===== config.mk =====
export PLATFORM = sky130hd
export DESIGN_NAME = aes_inv_round_ctrl_flat
export DESIGN_NICKNAME = d
export VERILOG_FILES = /design/src/rtl/aes_dec_pkg.sv /design/src/rtl/aes_inv_round_ctrl_if.sv /design/src/rtl/aes_rcon_rom.sv /design/src/rtl/aes_inv_round_ctrl.sv /design/src/flat_wrapper.sv
export SDC_FILE = /design/constraint.sdc
export NUM_CORES = 1
export LEC_CHECK = 0
export CAP_MARGIN = 25
export CORE_MARGIN = 1.5
export CORE_UTILIZATION = 44
export CTS_CLUSTER_SIZE = 40
export DETAILED_ROUTE_END_ITERATION = 10
export PLACE_DENSITY_LB_ADDON = 0.08
export SLEW_MARGIN = 20
export SYNTH_ARGS = -nofsm -noshare
export SYNTH_HDL_FRONTEND = slang
export SYNTH_SLANG_ARGS = --single-unit

===== constraint.sdc =====
create_clock -name clk -period 3.81 [get_ports clk]
set_input_delay 0.762 -clock clk [delete_from_list [all_inputs] [get_ports clk]]
set_output_delay 0.762 -clock clk [all_outputs]
set_load 0.05 [all_outputs]

===== src/rtl/aes_dec_pkg.sv =====
// Shared encodings for the AES-128 inverse round sequencer.
// Optional abort input enabled by AES_INV_CTRL_ABORT_EN.
package aes_dec_pkg;

  localparam logic [2:0] S_IDLE   = 3'd0;
  localparam logic [2:0] S_ADD    = 3'd1;
  localparam logic [2:0] S_ISHIFT = 3'd2;
  localparam logic [2:0] S_ISUB   = 3'd3;
  localparam logic [2:0] S_IMIX   = 3'd4;
  localparam logic [2:0] S_KEY    = 3'd5;
  localparam logic [2:0] S_DONE   = 3'd6;

  localparam logic [1:0] KSEL_EXT  = 2'b00;
  localparam logic [1:0] KSEL_REG  = 2'b01;
  localparam logic [1:0] KSEL_HOLD = 2'b10;

  localparam logic [7:0] RCON [1:10] = '{
    8'h01, 8'h02, 8'h04, 8'h08, 8'h10,
    8'h20, 8'h40, 8'h80, 8'h1b, 8'h36
  };

  typedef struct packed {
    logic        add;
    logic        sub;
    logic        shift;
    logic        mix;
    logic        key;
    logic [31:0] rc;
    logic        data_sel;
    logic [1:0]  key_sel;
    logic        busy;
    logic        done;
  } ctrl_out_t;

endpackage


===== src/rtl/aes_inv_round_ctrl_if.sv =====
// Decrypt handshake and datapath/key strobe bundle.
// abort exists only with AES_INV_CTRL_ABORT_EN.
interface aes_inv_round_ctrl_if;
  logic        start;
`ifdef AES_INV_CTRL_ABORT_EN
  logic        abort;
`endif
  logic        add_start;
  logic        inv_sub_start;
  logic        inv_shift_start;
  logic        inv_mix_start;
  logic        key_start;
  logic [31:0] key_RC;
  logic        data_sel;
  logic [1:0]  key_sel;
  logic [3:0]  round;
  logic        busy;
  logic        dec_done;

  modport master (
    input  start,
`ifdef AES_INV_CTRL_ABORT_EN
    input  abort,
`endif
    output add_start, inv_sub_start,
    output inv_shift_start, inv_mix_start,
    output key_start, key_RC,
    output data_sel, key_sel, round,
    output busy, dec_done
  );

  modport slave (
    output start,
`ifdef AES_INV_CTRL_ABORT_EN
    output abort,
`endif
    input  add_start, inv_sub_start,
    input  inv_shift_start, inv_mix_start,
    input  key_start, key_RC,
    input  data_sel, key_sel, round,
    input  busy, dec_done
  );
endinterface


===== src/rtl/aes_rcon_rom.sv =====
// Round constant lookup for rounds 1..10.
// Out-of-range rounds return zero.
module aes_rcon_rom
  import aes_dec_pkg::*;
(
  input  logic [3:0] round,
  output logic [7:0] rcon
);

  always_comb begin
    rcon = 8'h00;
    for (int i = 1; i <= 10; i++) begin
      if (round == 4'(i)) rcon = RCON[i];
    end
  end

endmodule


===== src/rtl/aes_inv_round_ctrl.sv =====
// AES-128 inverse cipher round sequencer, registered outputs.
// Optional abort input enabled by AES_INV_CTRL_ABORT_EN.
module aes_inv_round_ctrl
  import aes_dec_pkg::*;
#(
  parameter int NR = 10
) (
  input logic               clk,
  input logic               reset_n,
  aes_inv_round_ctrl_if.master bus
);

  localparam logic [3:0] NR4 = 4'(NR);

  logic [2:0] state, state_n;
  logic [3:0] r, r_n;
  logic [7:0] rc;
  ctrl_out_t  o, o_n;

  // Outputs are decoded from the next state so they align with it.
  aes_rcon_rom u_rcon (
    .round (r_n),
    .rcon  (rc)
  );

  always_ff @(posedge clk or negedge reset_n) begin
    if (!reset_n) begin
      state <= S_IDLE;
      r     <= 4'd0;
      o     <= '0;
    end else begin
      state <= state_n;
      r     <= r_n;
      o     <= o_n;
    end
  end

  always_comb begin
    state_n = state;
    r_n     = r;
    unique case (state)
      S_IDLE: begin
        if (bus.start) begin
          state_n = S_ADD;
          r_n     = NR4;
        end
      end
      S_ADD: begin
        if (r == NR4)       state_n = S_KEY;
        else if (r == 4'd0) state_n = S_DONE;
        else                state_n = S_IMIX;
      end
      S_IMIX:   state_n = S_KEY;
      S_KEY: begin
        state_n = S_ISHIFT;
        r_n     = r - 4'd1;
      end
      S_ISHIFT: state_n = S_ISUB;
      S_ISUB:   state_n = S_ADD;
      S_DONE:   state_n = S_IDLE;
      default: begin
        state_n = S_IDLE;
        r_n     = 4'd0;
      end
    endcase
`ifdef AES_INV_CTRL_ABORT_EN
    if (bus.abort && state != S_IDLE) begin
      state_n = S_IDLE;
      r_n     = 4'd0;
    end
`endif
  end

  always_comb begin
    o_n = '0;
    unique case (state_n)
      S_ADD: begin
        o_n.add  = 1'b1;
        o_n.busy = 1'b1;
        if (r_n == NR4) begin
          o_n.data_sel = 1'b0;
          o_n.key_sel  = KSEL_EXT;
        end else begin
          o_n.data_sel = 1'b1;
          o_n.key_sel  = KSEL_REG;
        end
      end
      S_IMIX, S_ISHIFT, S_ISUB, S_KEY: begin
        o_n.busy     = 1'b1;
        o_n.data_sel = 1'b1;
        o_n.key_sel  = KSEL_REG;
        o_n.mix      = (state_n == S_IMIX);
        o_n.shift    = (state_n == S_ISHIFT);
        o_n.sub      = (state_n == S_ISUB);
        o_n.key      = (state_n == S_KEY);
        if (state_n == S_KEY) o_n.rc = {rc, 24'h0};
      end
      S_DONE: begin
        o_n.busy     = 1'b1;
        o_n.done     = 1'b1;
        o_n.data_sel = 1'b1;
        o_n.key_sel  = KSEL_HOLD;
      end
      default: o_n = '0;
    endcase
  end

  assign bus.add_start       = o.add;
  assign bus.inv_sub_start   = o.sub;
  assign bus.inv_shift_start = o.shift;
  assign bus.inv_mix_start   = o.mix;
  assign bus.key_start       = o.key;
  assign bus.key_RC          = o.rc;
  assign bus.data_sel        = o.data_sel;
  assign bus.key_sel         = o.key_sel;
  assign bus.round           = r;
  assign bus.busy            = o.busy;
  assign bus.dec_done        = o.done;

endmodule

===== src/flat_wrapper.sv =====
// flat-port wrapper written by rule: the top's interface ports become plain ports
module aes_inv_round_ctrl_flat import aes_dec_pkg::*;
#(
  parameter int NR = 10
)
  (clk, reset_n, bus_start, bus_add_start, bus_inv_sub_start, bus_inv_shift_start, bus_inv_mix_start, bus_key_start, bus_key_RC, bus_data_sel, bus_key_sel, bus_round, bus_busy, bus_dec_done);
  aes_inv_round_ctrl_if bus_i ();
  input logic clk;
  input logic reset_n;
  input wire logic [$bits(bus_i.start)-1:0] bus_start;
  output wire logic [$bits(bus_i.add_start)-1:0] bus_add_start;
  output wire logic [$bits(bus_i.inv_sub_start)-1:0] bus_inv_sub_start;
  output wire logic [$bits(bus_i.inv_shift_start)-1:0] bus_inv_shift_start;
  output wire logic [$bits(bus_i.inv_mix_start)-1:0] bus_inv_mix_start;
  output wire logic [$bits(bus_i.key_start)-1:0] bus_key_start;
  output wire logic [$bits(bus_i.key_RC)-1:0] bus_key_RC;
  output wire logic [$bits(bus_i.data_sel)-1:0] bus_data_sel;
  output wire logic [$bits(bus_i.key_sel)-1:0] bus_key_sel;
  output wire logic [$bits(bus_i.round)-1:0] bus_round;
  output wire logic [$bits(bus_i.busy)-1:0] bus_busy;
  output wire logic [$bits(bus_i.dec_done)-1:0] bus_dec_done;
  assign bus_i.start = bus_start;
  assign bus_add_start = bus_i.add_start;
  assign bus_inv_sub_start = bus_i.inv_sub_start;
  assign bus_inv_shift_start = bus_i.inv_shift_start;
  assign bus_inv_mix_start = bus_i.inv_mix_start;
  assign bus_key_start = bus_i.key_start;
  assign bus_key_RC = bus_i.key_RC;
  assign bus_data_sel = bus_i.data_sel;
  assign bus_key_sel = bus_i.key_sel;
  assign bus_round = bus_i.round;
  assign bus_busy = bus_i.busy;
  assign bus_dec_done = bus_i.dec_done;
  aes_inv_round_ctrl #(.NR(NR)) u_core (.clk(clk), .reset_n(reset_n), .bus(bus_i));
endmodule

==> results of run 1 <==
-- Yosys cell counts, types with 3 or more instances --
cell type and instances:
dfrtp_1 25, inv_1 7, ha_1 3, nand3_1 3
nor4_1 3, nor2_1 5, nand2_1 6, a21oi_1 7
nor3b_1 3, buf_4 24, nor3_1 3, xnor2_1 3
-- through the flow --
stage	util [%]	hold slack, ns
global placement	53.3	0.728
CTS	54.3	0.752
floorplan	-	0.466
global route	54.1	0.431
detailed placement	53.3	0.731
finish	54.1	0.398
-- final timing paths --
check                                              to  cells past startpoint  slack [ns]
min in group clk                      u_core.state[0]                      1        0.76
setup / recovery                         bus_round[3]                      1        1.35
hold / removal             u_core.bus.inv_shift_start                      1        0.40
setup reg to reg                u_core.bus.key_sel[0]                      5        1.69
hold reg to reg                       u_core.state[0]                      1        0.76
max in group asynchronous         u_core.bus.data_sel                      1        3.06
-- layer usage --
metal / vias to the layer above / part of all wire, % / track usage, % / routed length, um
met5: - / 0 / 0 / 0
met4: 0 / 2.0 / 6.98 / 43
met3: 5 / 5.9 / 1.56 / 130
met2: 46 / 43 / 20.3 / 943
met1: 429 / 49 / 20.5 / 1090
li1: 439 / - / - / -
-- sequential cells by signal, indices dropped and copies added (netlist names) --
name,cells
u_core.bus.key_RC,8
u_core.bus.round,4
u_core.state,3
u_core.bus.key_sel,2
u_core.bus.add_start,1
u_core.bus.busy,1
u_core.bus.data_sel,1
u_core.bus.dec_done,1
u_core.bus.inv_mix_start,1
u_core.bus.inv_shift_start,1
u_core.bus.inv_sub_start,1
u_core.bus.key_start,1
-- cell type report --
cell class	count	area, um2
multi-input cells	91	573
repair buffers	24	235
inverters	8	31.3
clock buffers	3	22.5
well taps	31	38.8
fillers	254	1300
flip-flops and latches	25	626
clock inverters	1	5.00
-- cells by family (layout without fill, tap and decap cells) --
family                   after synthesis  count (layout)  synth area share, %
AND/OR/NAND/NOR                       39              39                 19.1
buffers and inverters                 35              36                 16.8
flip-flops                            25              25                 46.8
AO/OA/AOI/OAI                         21              21                 11.5
adder cells (fa/ha/maj)                3               3                 2.81
XOR/XNOR                               3               3                 1.96
other                                  1              24                0.280
multiplexers                           1               1                0.748
-- placed cells by master (no fill, tap or decap), types with 2 or more instances in the layout --
master	count
nand2_1	6
clkinv_2	2
nand2b_1	2
clkdlybuf4s50_1	23
nor2_1	5
o2bb2ai_1	2
nand3_1	3
nor4_1	3
nor2b_1	2
nor3_1	3
o22ai_1	2
nand3b_1	2
conb_1	24
xnor2_1	3
nor3b_1	3
dfrtp_1	25
ha_1	3
inv_1	7
clkbuf_4	3
a21oi_1	7
==> flow_summary_export.csv, run 1 <==
group,metric,value,unit
status,status,"finished, violations left",
status,violations,"design-rule violations",
synthesis,synth_largest_area_cell,"dfrtp_1",
critical_path,path_max_fanout,7,
synthesis,synthCells,128,
critical_path,path_delay_family,"buffers and inverters",
critical_path,arrival,1.70,ns
critical_path,critical_path.cell_chain,"clkdlybuf4s50_1",
timing,skew,0.00942,ns
clock_tree,cts_setup_buffers,0,
timing,worst_pin_slew,0.667,ns
clock_tree,clock_latency,0.32,ns
grt,grt_pass1_wl,3590,um
synthesis,ys_types,42,
detailed_routing,drt-total-wl,2200,um
detailed_routing,routed_via_density,5.02,
critical_path,r2r_start,"u_core.state[1]",
floorplanning,fp.dieArea,3380,um2
layout,nets,159,
detailed_routing,vias,919,
detailed_routing,drc,4,
synthesis,synth.area.top_cells,"dfrtp_1 47%, buf_4 13%, ha_1 2.8%",
detailed_routing,ant_nets,0,
critical_path,crit_path_start_kind,"flop",
synthesis,ys_ff_latch,25,
clock_tree,cts-resized-gates,0,
timing,period_share,64.5,%
grt,grt_start_max_net_pins,26,
synthesis,yosysTopAreaCellShare,46.8,%
placed_design,gp_congestion,0.788,
timing,finalSetupViolations,0,
critical_path,max_stage_delay,0.86,ns
clock_tree,cts_buffer_depth,2,
placed_design,pre_cts_ws,1.05,ns
placed_design,place_inst,179,
grt,grt_use_total,13.9,%
timing,clock.fmax,0.407,GHz
synthesis,netlist_area,1340,um2
layout,final_area,1530,um2
detailed_routing,wl_per_cell,12.0,um
synthesis,synth_seq_area_share,46.8,%
layout,antenna_cells,0,
clock_tree,cts_buffers,3,
critical_path,worst-path-buf-inv,1,
floorplanning,io_pins,49,
synthesis,avgSynthCellArea,10.4,um2
clock_tree,cts_tree,"built",
placed_design,postPlaceCellArea,1510,um2
detailed_routing,drt-initial-drc-count,26,
critical_path,critPathCaptureType,"output port",
timing,rsz0062_at_grt,"false",
timing,fin_ws,1.35,ns
critical_path,crit_start,"u_core.bus.round[3]",
synthesis,ys.flop_type,"dfrtp_1",
flow_run,drv_cap,0,
timing,slew_viol_final,0,
synthesis,synth-edff-count,0,
timing,max_slew_margin,55.5,%
timing,fin_crit,2.46,ns
detailed_routing,drtPass1Iterations,7,
floorplanning,die_h,58.1,um
clock_tree,cts.clk_slew.worst_paths,0.13,ns
synthesis,synthArstFlopShare,100,%
critical_path,crit_type,"flop to output port",
critical_path,required,3.05,ns
floorplanning,fp.dieW,58.1,um
synthesis,yosysWarnings,0,
clock_tree,cts.htree.levels,1,
layout,drive_above_1_share,9.87,%
grt,antenna_found_initial,0,
grt,overflow,0,
placed_design,hpwl,1580,um
clock_tree,cts_sinks,25,
clock_tree,holdBufCountCts,0,
clock_tree,cts_root_buffer,"clkbuf_4",
floorplanning,coreArea,2830,um2
timing,final_hold_viol_count,0,
hold_path,hold_path_class,"input port to async pin",
floorplanning,initial_core_util,47.3,%
timing,fin_setup_tns,0,ns
placed_design,numPortBuffers,24,
critical_path,slowest_stage,"clkdlybuf4s50_1",
layout,areaGrowthSynthToFinish,14.5,%
layout,fin_cells,183,
grt,grt_pass1_vias,743,
floorplanning,rows,19,
Power of run 1 is not shown: default switching activity piles up to over one toggle a cycle in this logic, so the estimate is an artifact.
==> run 2, diff against run 1 <==
CORE_UTILIZATION = 40   (was 44)
clock period = 2.1 ns   (was 3.81 ns; I/O delays follow)
==> run 2 against run 1 <==
The flow now finishes without violations. Clock skew shrank 0.0066 ns. Hold slack gained 0.058 ns. Flip-flop and latch count stayed put. Count of clock-buffer cells in the layout unchanged. Cell area grew 9.0%. Critical endpoint is now bus_round[1]. Critical path depth is the same. Cell count up 15%. Utilization decreased by 0.34 points. First-iteration DRC count rose by 3.8%.
==> flow_summary_export.csv, run 2 (same netlist as run 1, synthesis figures left out) <==
group,metric,value,unit
clock_tree,cts-resized-gates,0,
clock_tree,cts_buffer_depth,2,
timing,worst_pin_slew,0.505,ns
timing,slew_viol_final,0,
timing,rsz0062_at_grt,"true",
layout,final_util,53.8,%
critical_path,arrival,1.58,ns
timing,clock.fmax,0.499,GHz
detailed_routing,wl_per_cell,11.7,um
critical_path,slowest_stage,"clkdlybuf4s50_1",
timing,period_share,95.4,%
layout,nets,174,
detailed_routing,drt-initial-drc-count,27,
grt,antenna_found_initial,0,
floorplanning,io_pins,49,
critical_path,crit_path_start_kind,"flop",
critical_path,regToRegSetupSlack,0.16,ns
floorplanning,fp.dieArea,3700,um2
layout,final_area,1670,um2
critical_path,r2r_end,"u_core.bus.key_RC[24]",
floorplanning,die_h,60.8,um
placed_design,place_inst,207,
placed_design,numPortBuffers,24,
grt,overflow,0,
critical_path,r2r_start,"u_core.bus.round[1]",
power,p_per_area,1800,nW/um2
layout,drive_above_1_share,18.6,%
grt,grt_pass1_vias,863,
floorplanning,fp.dieW,60.8,um
hold_path,hold_path_class,"input port to async pin",
clock_tree,holdBufCountCts,0,
layout,largest_reg_flops,8,
critical_path,critical_path.cell_chain,"clkdlybuf4s50_1",
critical_path,path_delay_family,"buffers and inverters",
clock_tree,cts_tree,"built",
layout,areaGrowthSynthToFinish,24.8,%
status,status,"complete, no violations",
critical_path,reg2regPathDepth,8,
timing,fin_crit,2.00,ns
critical_path,critPathCaptureType,"output port",
clock_tree,cts_root_buffer,"clkbuf_4",
placed_design,hpwl,1870,um
detailed_routing,drc,0,
floorplanning,coreArea,3100,um2
clock_tree,cts_setup_buffers,0,
timing,fin_ws,0.0972,ns
critical_path,required,1.68,ns
critical_path,max_stage_delay,0.83,ns
clock_tree,clock_latency,0.31,ns
power,power_leakage,0.000813,uW
clock_tree,cts.clk_slew.worst_paths,0.13,ns
timing,max_slew_margin,66.2,%
layout,fin_cells,211,
grt,grt_use_total,15.5,%
critical_path,crit_type,"flop to output port",
layout,multi_input_area,573,um2
floorplanning,initial_core_util,43.1,%
timing,final_hold_viol_count,0,
placed_design,gp_congestion,0.781,
layout,antenna_cells,0,
detailed_routing,vias,963,
grt,grt_pass1_wl,4230,um
grt,grt_start_max_net_pins,26,
clock_tree,cts_sinks,25,
layout,fillCellCount,299,
layout,final-seq-area,627,um2
clock_tree,cts_buffers,3,
power,ir_worst_vdd,0.000887,V
critical_path,path_max_fanout,5,
floorplanning,rows,20,
layout,final_cell_mix,"24 x conb_1, 24 x dfrtp_1, 21 x clkdlybuf4s50_1",
detailed_routing,ant_nets,0,
critical_path,worst-path-buf-inv,1,
timing,skew,0.00281,ns
timing,finalSetupViolations,0,
detailed_routing,drt-total-wl,2460,um
placed_design,postPlaceCellArea,1640,um2
placed_design,pre_cts_ws,-0.212,ns
detailed_routing,drtPass1Iterations,4,
flow_run,drv_cap,0,
detailed_routing,routed_via_density,4.56,
clock_tree,cts.htree.levels,1,
## run 2: how the worst max path moves through the flow
stage | startpoint | endpoint | slack, ns | cells past startpoint
finish | u_core.bus.round[1] | bus_round[1] | 0.1 | 1
global route | u_core.bus.round[1] | u_core.bus.key_RC[24] | -0.01 | 8
CTS | u_core.bus.round[2] | bus_round[2] | 0.02 | 1
detailed placement | bus_start | u_core.bus.key_sel[0] | -0.21 | 6
global placement | bus_start | u_core.bus.key_sel[0] | -0.16 | 6
floorplan | u_core.bus.round[1] | u_core.bus.key_RC[31] | 0.05 | 8
## run 2: layer usage
metal / vias to the layer above / global-route usage, % / routed length, um
met3: 2 / 2.56 / 164
li1: 464 / - / -
met4: 0 / 4.66 / 32
met5: - / 0 / 0
met1: 453 / 21.9 / 1140
met2: 44 / 24.3 / 1130
## run 2: per-stage QoR
stage                     power, uW  hold WS, ns  setup TNS [ns]
after detailed placement       2820        0.527          -0.948
final                          3010        0.457               0
after CTS                      3040        0.460               0
after global routing           3240        0.466         -0.0110
after global placement         2800        0.528          -0.728
after floorplan                2180        0.124               0
## run 2: area by class of cell
type	count	share of cell area, %
clock inverter	1	0.300
sequential	25	37.6
timing repair buffer	39	21.3
tap	44	3.30
inverter	8	1.87
multi-input combinational	91	34.3
clock buffer	3	1.35
## run 2: worst reg2reg max path, delay by kind of cell (launching register included)
family / cells / cell delay (ns)
AO/OA/AOI/OAI: 1 / 0.08
adder cells (fa/ha/maj): 1 / 0.17
buffers and inverters: 2 / 0.21
flip-flops: 1 / 0.44
AND/OR/NAND/NOR: 4 / 0.92
## run 2: where the power goes
group / internal (uW) / switching [uW]
registers: 651 / 93.3
clock network: 71.0 / 138
logic: 773 / 1290
total: 1500 / 1520
No activity file was read; power rests on OpenSTA's default activity.
==> edit (flow settings as in run 1) <==
Make the reset (`reset_n`) synchronous in one clocked block.
--- a/src/rtl/aes_inv_round_ctrl.sv
+++ b/src/rtl/aes_inv_round_ctrl.sv
@@ -23,7 +23,7 @@
     .rcon  (rc)
   );
 
-  always_ff @(posedge clk or negedge reset_n) begin
+  always_ff @(posedge clk) begin
     if (!reset_n) begin
       state <= S_IDLE;
       r     <= 4'd0;
Function: differs if reset_n is asserted again (counterexample within 4 cycles, from zero or initial values and one cycle with reset_n low); with reset_n held inactive, the same outputs for 10 cycles.
==> edit against run 1 <==
Sequential cell count shrank 1. Worst hold slack gained 0.40 ns. Synthesized cell count grew 14%. Worst setup slack gained 0.0015 ns. Die area grew 1.4%. Register-to-register slack gained 0.11 ns. Design area shrank 0.16%. Cell count grew 7.7%. Area after synthesis grew 1.5%. Count of clock-buffer cells in the layout grew 1. Wire length grew 5.0%. Largest cell class is now multi-input gates.
==> edit: results (changes against run 1) <==
The number of port buffers came out at 24 (unchanged). In this run the worst hold path is classified as flop to flop. The first-pass iteration count of the detailed router was 3 (-4). Critical path's top delay family: buffers and inverters. For the clock insertion delay at the later pin of the skew report, the log shows 0.31 ns. Internal power comes to 485 uW.

The remaining max-slew budget at the tightest pin was 0.467 (-0.0882); the count of yosys warnings during synthesis was 0 (unchanged). The share of async-settable or async-resettable flops after synthesis was 0 (-1.00). Sequential cells consume a total of 341 uW. The number of DRC markers after the initial detailed-route iteration was 14 (-46%).

The tools report the number of levels in the clock H-tree as 1 (unchanged). For the part of the total power dissipated in combinational logic, the log shows 0.467. In the synthesized netlist the dominant register cell turns out to be sky130_fd_sc_hd__dfxtp_1. The tools report the number of buffers inserted to repair setup after CTS as 0 (unchanged).

Among all stages on the critical path, the largest delay is contributed by sky130_fd_sc_hd__clkdlybuf4s50_1. The buffer depth of the longest clock path came out at 2 (unchanged). The number of buffers added by the clock tree synthesis step was 3 (unchanged). The count of distinct cell types in the synthesized netlist is 45 (+7.1%).

The worst setup skew after layout was 0.00254 ns (-0.00688 ns); the total track usage was 0.147 (+0.00770). The number of flip-flops under the largest register name was 8 (unchanged). The logs give 3800 um (+5.8%) for the global-route wire length before repair and 480 sq um (-23%) for the area taken by flip-flops and latches. The via count of the first global-routing pass was 807 (+8.6%). Kind of start point of the critical path: a flop. The tools report the fraction of the yosys area taken by sequential cells as 0.354 (-0.114). Ranked by total cell area, the synthesized netlist is headed by sky130_fd_sc_hd__dfxtp_1, sky130_fd_sc_hd__buf_4, sky130_fd_sc_hd__a21oi_1. Total routed wirelength: 2310 um (+5.0%). The run gives 173 (+8.8%) as the final-stage net count. The number of resized instances in the post-cts repair step is 0 (unchanged). The number of diodes added for antenna fixing is 0 (unchanged). The commonest cells after synthesis are sky130_fd_sc_hd__buf_4, sky130_fd_sc_hd__dfxtp_1, sky130_fd_sc_hd__nor2_1, sky130_fd_sc_hd__a21oi_1. The worst hold path was traced through 2 stages.

The total of fill cells in the finished design is 284 (+12%), and the HPWL after detailed placement is 1670 um (+5.9%). The via-per-instance ratio was 4.92 (-2.1%). The clock transition at the register clock pins on the worst setup and hold paths after CTS works out to 0.12 ns.

Number of antenna violations at the first check in global routing: 0 (unchanged). Number of cells on the worst reg-to-reg path: 5 (unchanged). Clock tree synthesis selected as its root buffer the cell sky130_fd_sc_hd__clkbuf_4. VDD sags by at most 259 uV. The share of layout cells above drive strength 1 came out at 0.0964 (-0.00230). The total placed instance area is 1490 sq um (-1.1%), and the largest net degree at the start of global routing is 23 (-12%).

The largest single stage delay on the critical path is 0.87 ns. Summed over all cells, the static leakage comes to 0.643 nW. The worst-path maximum fanout was 8 (+1). Worst slack after detailed placement: 1.33 ns (+0.279 ns). The run finished with clean final reports. The number of endpoints with negative hold slack in the final report was 0 (unchanged). The weighted congestion at the end of routability-driven global placement came out at 0.786 (-0.20%).
[edit: cell types whose count changed after synthesis, sizes merged, moves of 4 or more]
cell | before | now
nor2 | 6 | 10
nor3 | 4 | 9
and2 | 0 | 6
a21boi | 1 | 5
dfxtp | 0 | 24
dfrtp | 25 | 0
[edit: through the flow]
stage / cells / power (mW)
floorplan: 169 / 0.700
global placement: 193 / 0.756
detailed placement: 193 / 0.758
CTS: 197 / 0.889
global route: 197 / 0.934
finish: 197 / 0.883
[edit: area by class of cell]
cell class / count / share of cell area
repair buffers: 24 / 0.157
multi-input cells: 110 / 0.470
well taps: 31 / 0.0254
clock buffers: 4 / 0.0237
inverters: 4 / 0.00982
flip-flops and latches: 24 / 0.314
[edit: worst paths after layout]
path                                        from                          endpoint  slack [ns]
hold / removal    u_core.bus.round[3]$_SDFF_PN0_    u_core.bus.dec_done$_SDFF_PN0_        0.80
hold reg to reg   u_core.bus.round[3]$_SDFF_PN0_    u_core.bus.dec_done$_SDFF_PN0_        0.80
setup / recovery  u_core.bus.round[2]$_SDFF_PN0_                      bus_round[2]        1.35
setup reg to reg      u_core.state[2]$_SDFF_PN0_  u_core.bus.key_sel[0]$_SDFF_PN0_        1.80
[edit: kinds of logic after synthesis]
group                      synth area share
AOI/OAI and AO/OA                     0.128
xor gates and xnor gates             0.0258
adders and majority gates            0.0277
buffers and inverters                 0.181
DFF                                   0.354
muxes                                0.0175
other                               0.00276
and+or+nand+nor                       0.264
[edit: routing by layer]
| metal | vias to the layer above | global-route usage | share of wire |
|---|---|---|---|
| li1 | 494 | - | - |
| met4 | 0 | 0.0797 | 0.019 |
| met2 | 35 | 0.226 | 0.43 |
| met3 | 4 | 0.0264 | 0.044 |
| met1 | 436 | 0.195 | 0.51 |
| met5 | - | 0 | 0 |
